**config.mk**
```make
export PLATFORM = sky130hd
export DESIGN_NAME = if_fetch_stage
export DESIGN_NICKNAME = d
export VERILOG_FILES = /design/src/rtl/if_fetch_stage.sv
export SDC_FILE = /design/constraint.sdc
export NUM_CORES = 1
export LEC_CHECK = 0
export CORE_ASPECT_RATIO = 0.8
export CORE_MARGIN = 1
export CORE_UTILIZATION = 46
export CTS_CLUSTER_SIZE = 28
export DETAILED_ROUTE_END_ITERATION = 10
export PLACE_DENSITY = 0.87
export SYNTH_ARGS = -nofsm -noshare
export SYNTH_HDL_FRONTEND = slang
export SYNTH_SLANG_ARGS = --single-unit
```
**constraint.sdc**
```tcl
create_clock -name clk_i -period 1.9 [get_ports clk_i]
set_input_delay 0.38 -clock clk_i [delete_from_list [all_inputs] [get_ports clk_i]]
set_output_delay 0.38 -clock clk_i [all_outputs]
set_load 0.01 [all_outputs]
```
**src/rtl/if_fetch_stage.sv**
```systemverilog
// Instruction-fetch stage and IF/ID register. Keeps at most one imem request in flight,
// parks a response in a hold buffer while the hazard unit stalls, and discards responses after a redirect.
module if_fetch_stage #(
    parameter logic [31:0] RESET_PC  = 32'h0000_0000,
    parameter logic [31:0] NOP_INSTR = 32'h0000_0013
) (
    input  logic        clk_i,
    input  logic        rst_ni,
    input  logic        stall_i,
    input  logic        flush_i,
    input  logic [31:0] redirect_pc_i,
    output logic        imem_req_o,
    output logic [31:0] imem_addr_o,
    input  logic [31:0] imem_rdata_i,
    input  logic        imem_valid_i,
    output logic [31:0] pc_o,
    output logic [31:0] pc4_o,
    output logic [31:0] instr_o,
    output logic        valid_o
);

    typedef enum logic [1:0] {IDLE, BUSY, HOLD} state_e;

    state_e      state_q, state_d;
    logic [31:0] pc_q, pc_d;
    logic [31:0] req_pc_q, req_pc_d;
    logic [31:0] hold_pc_q, hold_pc_d;
    logic [31:0] hold_instr_q, hold_instr_d;
    logic        drop_q, drop_d;
    logic [31:0] if_pc_q, if_pc_d;
    logic [31:0] if_instr_q, if_instr_d;
    logic        if_valid_q, if_valid_d;

    logic        issue;
    logic        deliver;
    logic [31:0] dlv_pc;
    logic [31:0] dlv_instr;

    always_comb begin
        state_d      = state_q;
        pc_d         = pc_q;
        req_pc_d     = req_pc_q;
        hold_pc_d    = hold_pc_q;
        hold_instr_d = hold_instr_q;
        drop_d       = drop_q;
        issue        = 1'b0;
        deliver      = 1'b0;
        dlv_pc       = hold_pc_q;
        dlv_instr    = hold_instr_q;

        case (state_q)
            IDLE: begin
                if (flush_i) begin
                    pc_d = redirect_pc_i;
                end else begin
                    issue   = 1'b1;
                    state_d = BUSY;
                end
            end
            BUSY: begin
                if (!imem_valid_i) begin
                    // The in-flight word belongs to the old path; remember to discard it.
                    if (flush_i) begin
                        drop_d = 1'b1;
                        pc_d   = redirect_pc_i;
                    end
                end else if (drop_q) begin
                    drop_d  = 1'b0;
                    state_d = IDLE;
                    if (flush_i) pc_d = redirect_pc_i;
                end else if (flush_i) begin
                    pc_d    = redirect_pc_i;
                    state_d = IDLE;
                end else if (stall_i) begin
                    hold_pc_d    = req_pc_q;
                    hold_instr_d = imem_rdata_i;
                    state_d      = HOLD;
                end else begin
                    deliver   = 1'b1;
                    dlv_pc    = req_pc_q;
                    dlv_instr = imem_rdata_i;
                    issue     = 1'b1;
                end
            end
            HOLD: begin
                if (flush_i) begin
                    pc_d    = redirect_pc_i;
                    state_d = IDLE;
                end else if (!stall_i) begin
                    deliver = 1'b1;
                    issue   = 1'b1;
                    state_d = BUSY;
                end
            end
            default: state_d = IDLE;
        endcase

        if (issue) begin
            req_pc_d = pc_q;
            pc_d     = pc_q + 32'd4;
        end
    end

    always_comb begin
        if_pc_d    = if_pc_q;
        if_instr_d = if_instr_q;
        if_valid_d = if_valid_q;
        if (flush_i) begin
            if_pc_d    = 32'd0;
            if_instr_d = NOP_INSTR;
            if_valid_d = 1'b0;
        end else if (stall_i) begin
            if_valid_d = if_valid_q;
        end else if (deliver) begin
            if_pc_d    = dlv_pc;
            if_instr_d = dlv_instr;
            if_valid_d = 1'b1;
        end else begin
            if_instr_d = NOP_INSTR;
            if_valid_d = 1'b0;
        end
    end

    always_ff @(posedge clk_i or negedge rst_ni) begin
        if (!rst_ni) begin
            state_q      <= IDLE;
            pc_q         <= RESET_PC;
            req_pc_q     <= RESET_PC;
            hold_pc_q    <= 32'd0;
            hold_instr_q <= NOP_INSTR;
            drop_q       <= 1'b0;
            if_pc_q      <= 32'd0;
            if_instr_q   <= NOP_INSTR;
            if_valid_q   <= 1'b0;
        end else begin
            state_q      <= state_d;
            pc_q         <= pc_d;
            req_pc_q     <= req_pc_d;
            hold_pc_q    <= hold_pc_d;
            hold_instr_q <= hold_instr_d;
            drop_q       <= drop_d;
            if_pc_q      <= if_pc_d;
            if_instr_q   <= if_instr_d;
            if_valid_q   <= if_valid_d;
        end
    end

    // Request is a Mealy output of the IDLE state, so mask it while reset is held.
    assign imem_req_o  = issue & rst_ni;
    assign imem_addr_o = pc_q;
    assign pc_o        = if_pc_q;
    assign pc4_o       = if_pc_q + 32'd4;
    assign instr_o     = if_instr_q;
    assign valid_o     = if_valid_q;

endmodule

```
==> flow_summary.ini, run 1 <==
[run_status]
status = finished with violations
failed_checks = setup timing

[final_layout]
final_nets = 1364
layout-drive-gt1-share = 0.4048
synthToLayoutAreaGrowth_pct = 63.72
layout.core_utilization = 0.7717

[synthesis]
ys.warnings.count = 0
synth.yosys.seq_area_share = 0.5233
synth_area_leader = dfrtp_1
synth-seq-cells = 196
synth_nets = 1004
synth_cell_types = 66
yosys-top-cells-count = nand2_1 (227), dfrtp_1 (190), mux2_1 (53)
syn_std_cell_area_um2 = 9387
post-synth-top-count-cell = nand2_1
synth-edff-count = 0
ys.flop_type = dfrtp_1
syn-mean-instance-area_um2 = 10.10
synth_area_leaders = dfrtp_1 (51%), nand2_1 (9.1%), mux2_1 (6.4%), mux2i_1 (3.8%), a31o_2 (3.0%)
share_of_synthesized_registers_carrying_an_async_set_or_reset = 1.000
synth_top_cell_area_share = 0.5065
synth_cells = 929

[critical_path]
cp_max_fo = 7
worst-endpoint-arrival_ps = 2130
crit_required_ps = 1520
setup.worst_path.class = reg -> out
worstSetupStartpointType = flop
endpoint_kind_of_the_worst_setup_timing_path = output pin

[routing]
postRouteWirelength_um = 37310
detail_route.vias_per_cell = 6.109
wl_per_cell_um = 23.81
via_count = 9573
drt-initial-drc-count = 1171
antenna_left = 0
drcViolationCount = 0
drtPass1Iterations = 6

[die]
floorplan.core_area_um2 = 19910
die_y_um = 129.8
pin_count = 199
placement_rows = 46
die_x_um = 161.7
start_util = 0.4713
fp.dieArea_um2 = 20980

[global_routing]
total_routing_resource_utilization_after_global_routing = 0.3062
grt_antenna_before_repair = 1
grt_pass1_vias = 9355
grt_max_degree = 128
grt_pass1_wl_um = 49870
globalRoute.totalOverflow = 0

[clock_tree]
tritoncts = yes
clock_tree.htree_level_count = 4
post_cts_hold_buffer_count = 0
clk_root_buffer_cell = clkbuf_16
cts.reportedPaths.clkPinSlew_ps = 70
numCtsBuffers = 17
clock_sink_count = 196
clock_insertion_delay_worst_skew_ps = 440
cts-root-to-sink-buffers = 2

[timing]
fin_ws_ps = -613.7
fin_hold_ws_ps = 59.76
report.final.setup_viol = 158
rsz0062_at_grt = true
slew_headroom = 0.4163
fin_skew_ps = 13.49
drv_slew = 0
tightestPinTransition_ps = 875.6
setup_total_negative_slack_ps = -31910
timing.fmax_mhz = 397.8
timing.final.crit_share = 1.323
period_minus_slack_ps = 2514
finalHoldViolations = 0

[power]
power_density_nw_per_um2 = 1273
leakagePower_nw = 7.181
design_power_total_mw = 19.56
power_report.internal_total_mw = 11.65
worst_ir_drop_vdd_mv = 1.028
combinationalPowerShare = 0.469
switching_power_mw = 7.912
share_clk_of_total_power = 0.180
p_seq_frac = 0.351
swShare = 0.4045

[place]
routabilityCongestion = 0.8902
buffers_added_on_ports = 198
hpwl_um = 18540

[worst_hold_path]
worst_hold_path_type = in -> async

[flow_run]
drv_cap = 0
## cell type report
class | instances | area [um^2]
multi-input cells | 665 | 5429
flip-flops and latches | 196 | 4923
fillers | 1082 | 4547
repair buffers | 400 | 4096
clock buffers | 22 | 474.2
well taps | 264 | 330.3
clock inverters | 10 | 75.07
inverters | 9 | 36.28
diodes | 1 | 2.502
## state kept, by name, summed over array words and instances, names as in the netlist
signal	cells
hold_instr_q	32
hold_pc_q	32
imem_addr_o	32
instr_o	32
pc_o	32
req_pc_q	32
state_q	2
drop_q	1
valid_o	1
## layer usage
| layer | vias up | track usage | part of all wire |
|---|---|---|---|
| met2 | 706 | 0.5020 | 0.48 |
| met5 | - | 0 | 0 |
| met1 | 4674 | 0.4024 | 0.37 |
| li1 | 3995 | - | - |
| met4 | 0 | 0.1376 | 0.057 |
| met3 | 198 | 0.05435 | 0.091 |
## power by group through the flow
| stage | registers, mW | logic [mW] | clock network, mW |
|---|---|---|---|
| 4_1_cts | 6.49 | 7.65 | 3.42 |
| 3_3_place_gp | 6.42 | 5.75 | 0 |
| 5_1_grt | 6.94 | 9.57 | 3.62 |
| 6_report | 6.87 | 9.17 | 3.52 |
| 3_5_place_dp | 6.53 | 5.96 | 0 |
| 2_1_floorplan | 6.50 | 3.07 | 0 |
## cells in the final DEF (no fill, tap or decap), types with 21 or more instances in the layout
cell / synthesis / routed
nor2_1: 38 / 29
nand2_1: 227 / 186
buf_12: 0 / 22
a31o_2: 32 / 30
buf_4: 4 / 128
clkdlybuf4s50_1: 0 / 140
buf_2: 19 / 27
buf_6: 0 / 33
a21oi_2: 0 / 21
clkbuf_16: 0 / 24
dfrtp_1: 190 / 181
nand2_2: 0 / 26
mux2_1: 53 / 53
o21ai_2: 1 / 30
mux2i_1: 36 / 27
## logic make-up (layout without fill, tap and decap cells)
| group | Yosys count | after routing | synth area share |
|---|---|---|---|
| other | 0 | 1 | 0 |
| adders and majority gates | 6 | 6 | 0.007998 |
| DFF | 196 | 196 | 0.5233 |
| and+or+nand+nor | 359 | 360 | 0.1746 |
| muxes | 100 | 100 | 0.1152 |
| buffers and inverters | 69 | 441 | 0.03186 |
| AOI/OAI and AO/OA | 169 | 169 | 0.1190 |
| xor gates and xnor gates | 30 | 30 | 0.02799 |
## timing repair
action                                  in CTS  in global routing
hold endpoints to repair                     0                  0
setup buffers                               37                 28
resized for setup                          304                197
gates cloned                                19                  9
endpoints found under the setup margin     148                240
pin swaps                                   95                 60
## worst max-delay path, cell delays in order, from the launching register on
cell and delay (ps):
dfrtp_1 370, ha_2 180, and3_4 170, and4_4 220
nor2b_1 130, buf_4 160, buf_4 120, nand3_2 90
xnor2_2 130, buf_2 130
## final timing paths
check                                        from                          end  slack [ps]  depth (start not counted)
setup / recovery              pc_o[3]$_DFFE_PN0P_                    pc4_o[24]        -610                          9
hold / removal                             rst_ni  imem_addr_o[29]$_DFFE_PN0P_          60                          2
setup reg to reg           state_q[1]$_DFFE_PN0P_  imem_addr_o[28]$_DFFE_PN0P_        -360                         10
hold reg to reg            instr_o[3]$_DFFE_PN0P_       instr_o[3]$_DFFE_PN0P_         480                          2
max in group asynchronous                  rst_ni         pc_o[25]$_DFFE_PN0P_        1130                          2
min in group clk_i         instr_o[3]$_DFFE_PN0P_       instr_o[3]$_DFFE_PN0P_         480                          2
## metrics by stage
step	cell area (um^2)	setup WS, ps	std cells
final	15370	-613.7	1567
after CTS	14550	-644.0	1552
after global routing	15370	-709.7	1567
after global placement	12740	-584.0	1464
after floorplan	9533	-151.2	929
after detailed placement	12740	-596.7	1464
(Power assumes the default switching activity.)
==> inputs of run 2 (changes only) <==
Settings changed: SKIP_LAST_GASP set to 1.
==> flow_summary.ini, run 2 (synthesis gave the netlist of run 1 again) <==
[routing]
antenna_left = 0
drtPass1Iterations = 5
postRouteWirelength_um = 34080
via_count = 9334
wl_per_cell_um = 21.85
detail_route.vias_per_cell = 5.983
drt-initial-drc-count = 984
drcViolationCount = 0

[place]
buffers_added_on_ports = 198
routabilityCongestion = 0.8902
place_area_um2 = 12740
hpwl_um = 18540

[timing]
fin_ws_ps = -605.8
drv_slew = 0
period_minus_slack_ps = 2506
fin_hold_ws_ps = 42.75
timing.fmax_mhz = 399.1
slew_headroom = 0.4206
report.final.setup_viol = 174
fin_skew_ps = 9.244
tightestPinTransition_ps = 869.1
finalHoldViolations = 0
setup_total_negative_slack_ps = -29690
timing.final.crit_share = 1.319
rsz0062_at_grt = true

[clock_tree]
cts-root-to-sink-buffers = 2
clock_insertion_delay_worst_skew_ps = 440
clock_tree.htree_level_count = 4
cts.reportedPaths.clkPinSlew_ps = 70
clock_sink_count = 196
numCtsBuffers = 17
tritoncts = yes
clk_root_buffer_cell = clkbuf_16

[die]
fp.dieArea_um2 = 20980
placement_rows = 46
start_util = 0.4713
die_x_um = 161.7
pin_count = 199
floorplan.core_area_um2 = 19910
die_y_um = 129.8

[global_routing]
grt_antenna_before_repair = 0
grt_pass1_wl_um = 48350
total_routing_resource_utilization_after_global_routing = 0.2955
grt_max_degree = 128
grt_pass1_vias = 9125
globalRoute.totalOverflow = 0

[worst_hold_path]
worst_hold_path_type = in -> async

[final_layout]
antenna_cells_inserted = 0
layout-drive-gt1-share = 0.3881
final_cell_area_um2 = 15170
layout_common_cells = nand2_1 (192), dfrtp_1 (181), clkdlybuf4s50_1 (145)
layout.core_utilization = 0.7616
synthToLayoutAreaGrowth_pct = 61.58
layout_commonest_cell = nand2_1
final_nets = 1358

[critical_path]
crit_required_ps = 1520
endpoint_kind_of_the_worst_setup_timing_path = output pin
worst-endpoint-arrival_ps = 2130
critical_path.cell_chain = ha_2 -> and3_4 -> and4_4 -> nor2b_1 -> buf_4 -> buf_4 -> nand3_2 -> xnor2_2 -> buf_2
cp_max_fo = 7
crit_buf_inv = 3
setup.worst_path.class = reg -> out
critPathTopFamily = simple AND/OR/NAND/NOR gates
cp.depth = 9
critPathSlowestCell = dfrtp_1
timing.critical_path.slowest_cell_delay_ps = 370
worstSetupStartpointType = flop
worst_r2r_path_depth = 10
cell_type_with_the_highest_occurrence_count_on_the_critical_path = buf_4

[run_status]
failed_checks = setup timing
status = finished with violations

[power]
design_power_total_mw = 18.86
leakagePower_nw = 7.111
worst_ir_drop_vdd_mv = 0.9275
power_density_nw_per_um2 = 1244

[flow_run]
drv_cap = 0
## run 2: cell count changes in the layout (fill, tap and decap cells not counted), moves of 3 or more
cell	change
nand2_2	-5
clkdlybuf4s50_1	+5
clkbuf_16	-5
nand2_1	+6
dlymetal6s2s_1	-4
buf_16	+3
buf_6	-4
mux2i_4	-7
a21oi_4	+6
a21oi_2	-5
mux2i_1	+9
## run 2: layer usage
metal / track usage / up-vias / routed length (um) / share of wire
met4: 0.1193 / 0 / 1455 / 0.043
li1: - / 3971 / - / -
met2: 0.4802 / 630 / 16210 / 0.48
met3: 0.05213 / 142 / 3018 / 0.089
met1: 0.3973 / 4591 / 13390 / 0.39
met5: 0 / - / 0 / 0
## run 2: through the flow
stage / setup slack (ps) / instances
after detailed placement: -596.7 / 1464
after global routing: -710.9 / 1560
final: -605.8 / 1560
after floorplan: -151.2 / 929
after CTS: -644.0 / 1552
after global placement: -584.0 / 1464
## run 2: what timing repair did
item,CTS,global route
hold buffers,0,0
gates cloned,19,2
resized for setup,256,209
pin swaps,84,64
buffers inserted,37,26
endpoints found under the setup margin,148,238
## run 2: area by class of cell
| class | instances | area, um^2 |
|---|---|---|
| multi-input combinational | 664 | 5303 |
| sequential | 196 | 4923 |
| fill | 1123 | 4747 |
| timing repair buffer | 395 | 4025 |
| clock buffer | 22 | 474.2 |
| tap | 264 | 330.3 |
| clock inverter | 10 | 75.07 |
| inverter | 9 | 36.28 |
## run 2: worst paths after layout
check	slack, ps	from	endpoint
max reg2reg	-310	state_q[1]$_DFFE_PN0P_	imem_addr_o[31]$_DFFE_PN0P_
max in group asynchronous	1130	rst_ni	pc_o[25]$_DFFE_PN0P_
min	40	rst_ni	imem_addr_o[30]$_DFFE_PN0P_
max	-610	pc_o[3]$_DFFE_PN0P_	pc4_o[24]
min reg2reg	480	instr_o[3]$_DFFE_PN0P_	instr_o[3]$_DFFE_PN0P_
min in group clk_i	480	instr_o[3]$_DFFE_PN0P_	instr_o[3]$_DFFE_PN0P_
## run 2: worst register-to-register path, cell delays in order (launching register included)
cell	delay (ps)
dfrtp_1	430
inv_2	120
ha_4	140
and4bb_2	250
buf_6	130
buf_6	90
or3_4	130
o21ai_4	70
buf_6	150
nor4bb_1	430
o211ai_1	140
## run 2: power breakdown
| part | switching [mW] | internal, mW |
|---|---|---|
| Sequential | 1.19 | 5.53 |
| Combinational | 4.57 | 4.13 |
| Clock | 1.65 | 1.79 |
| Total | 7.41 | 11.4 |
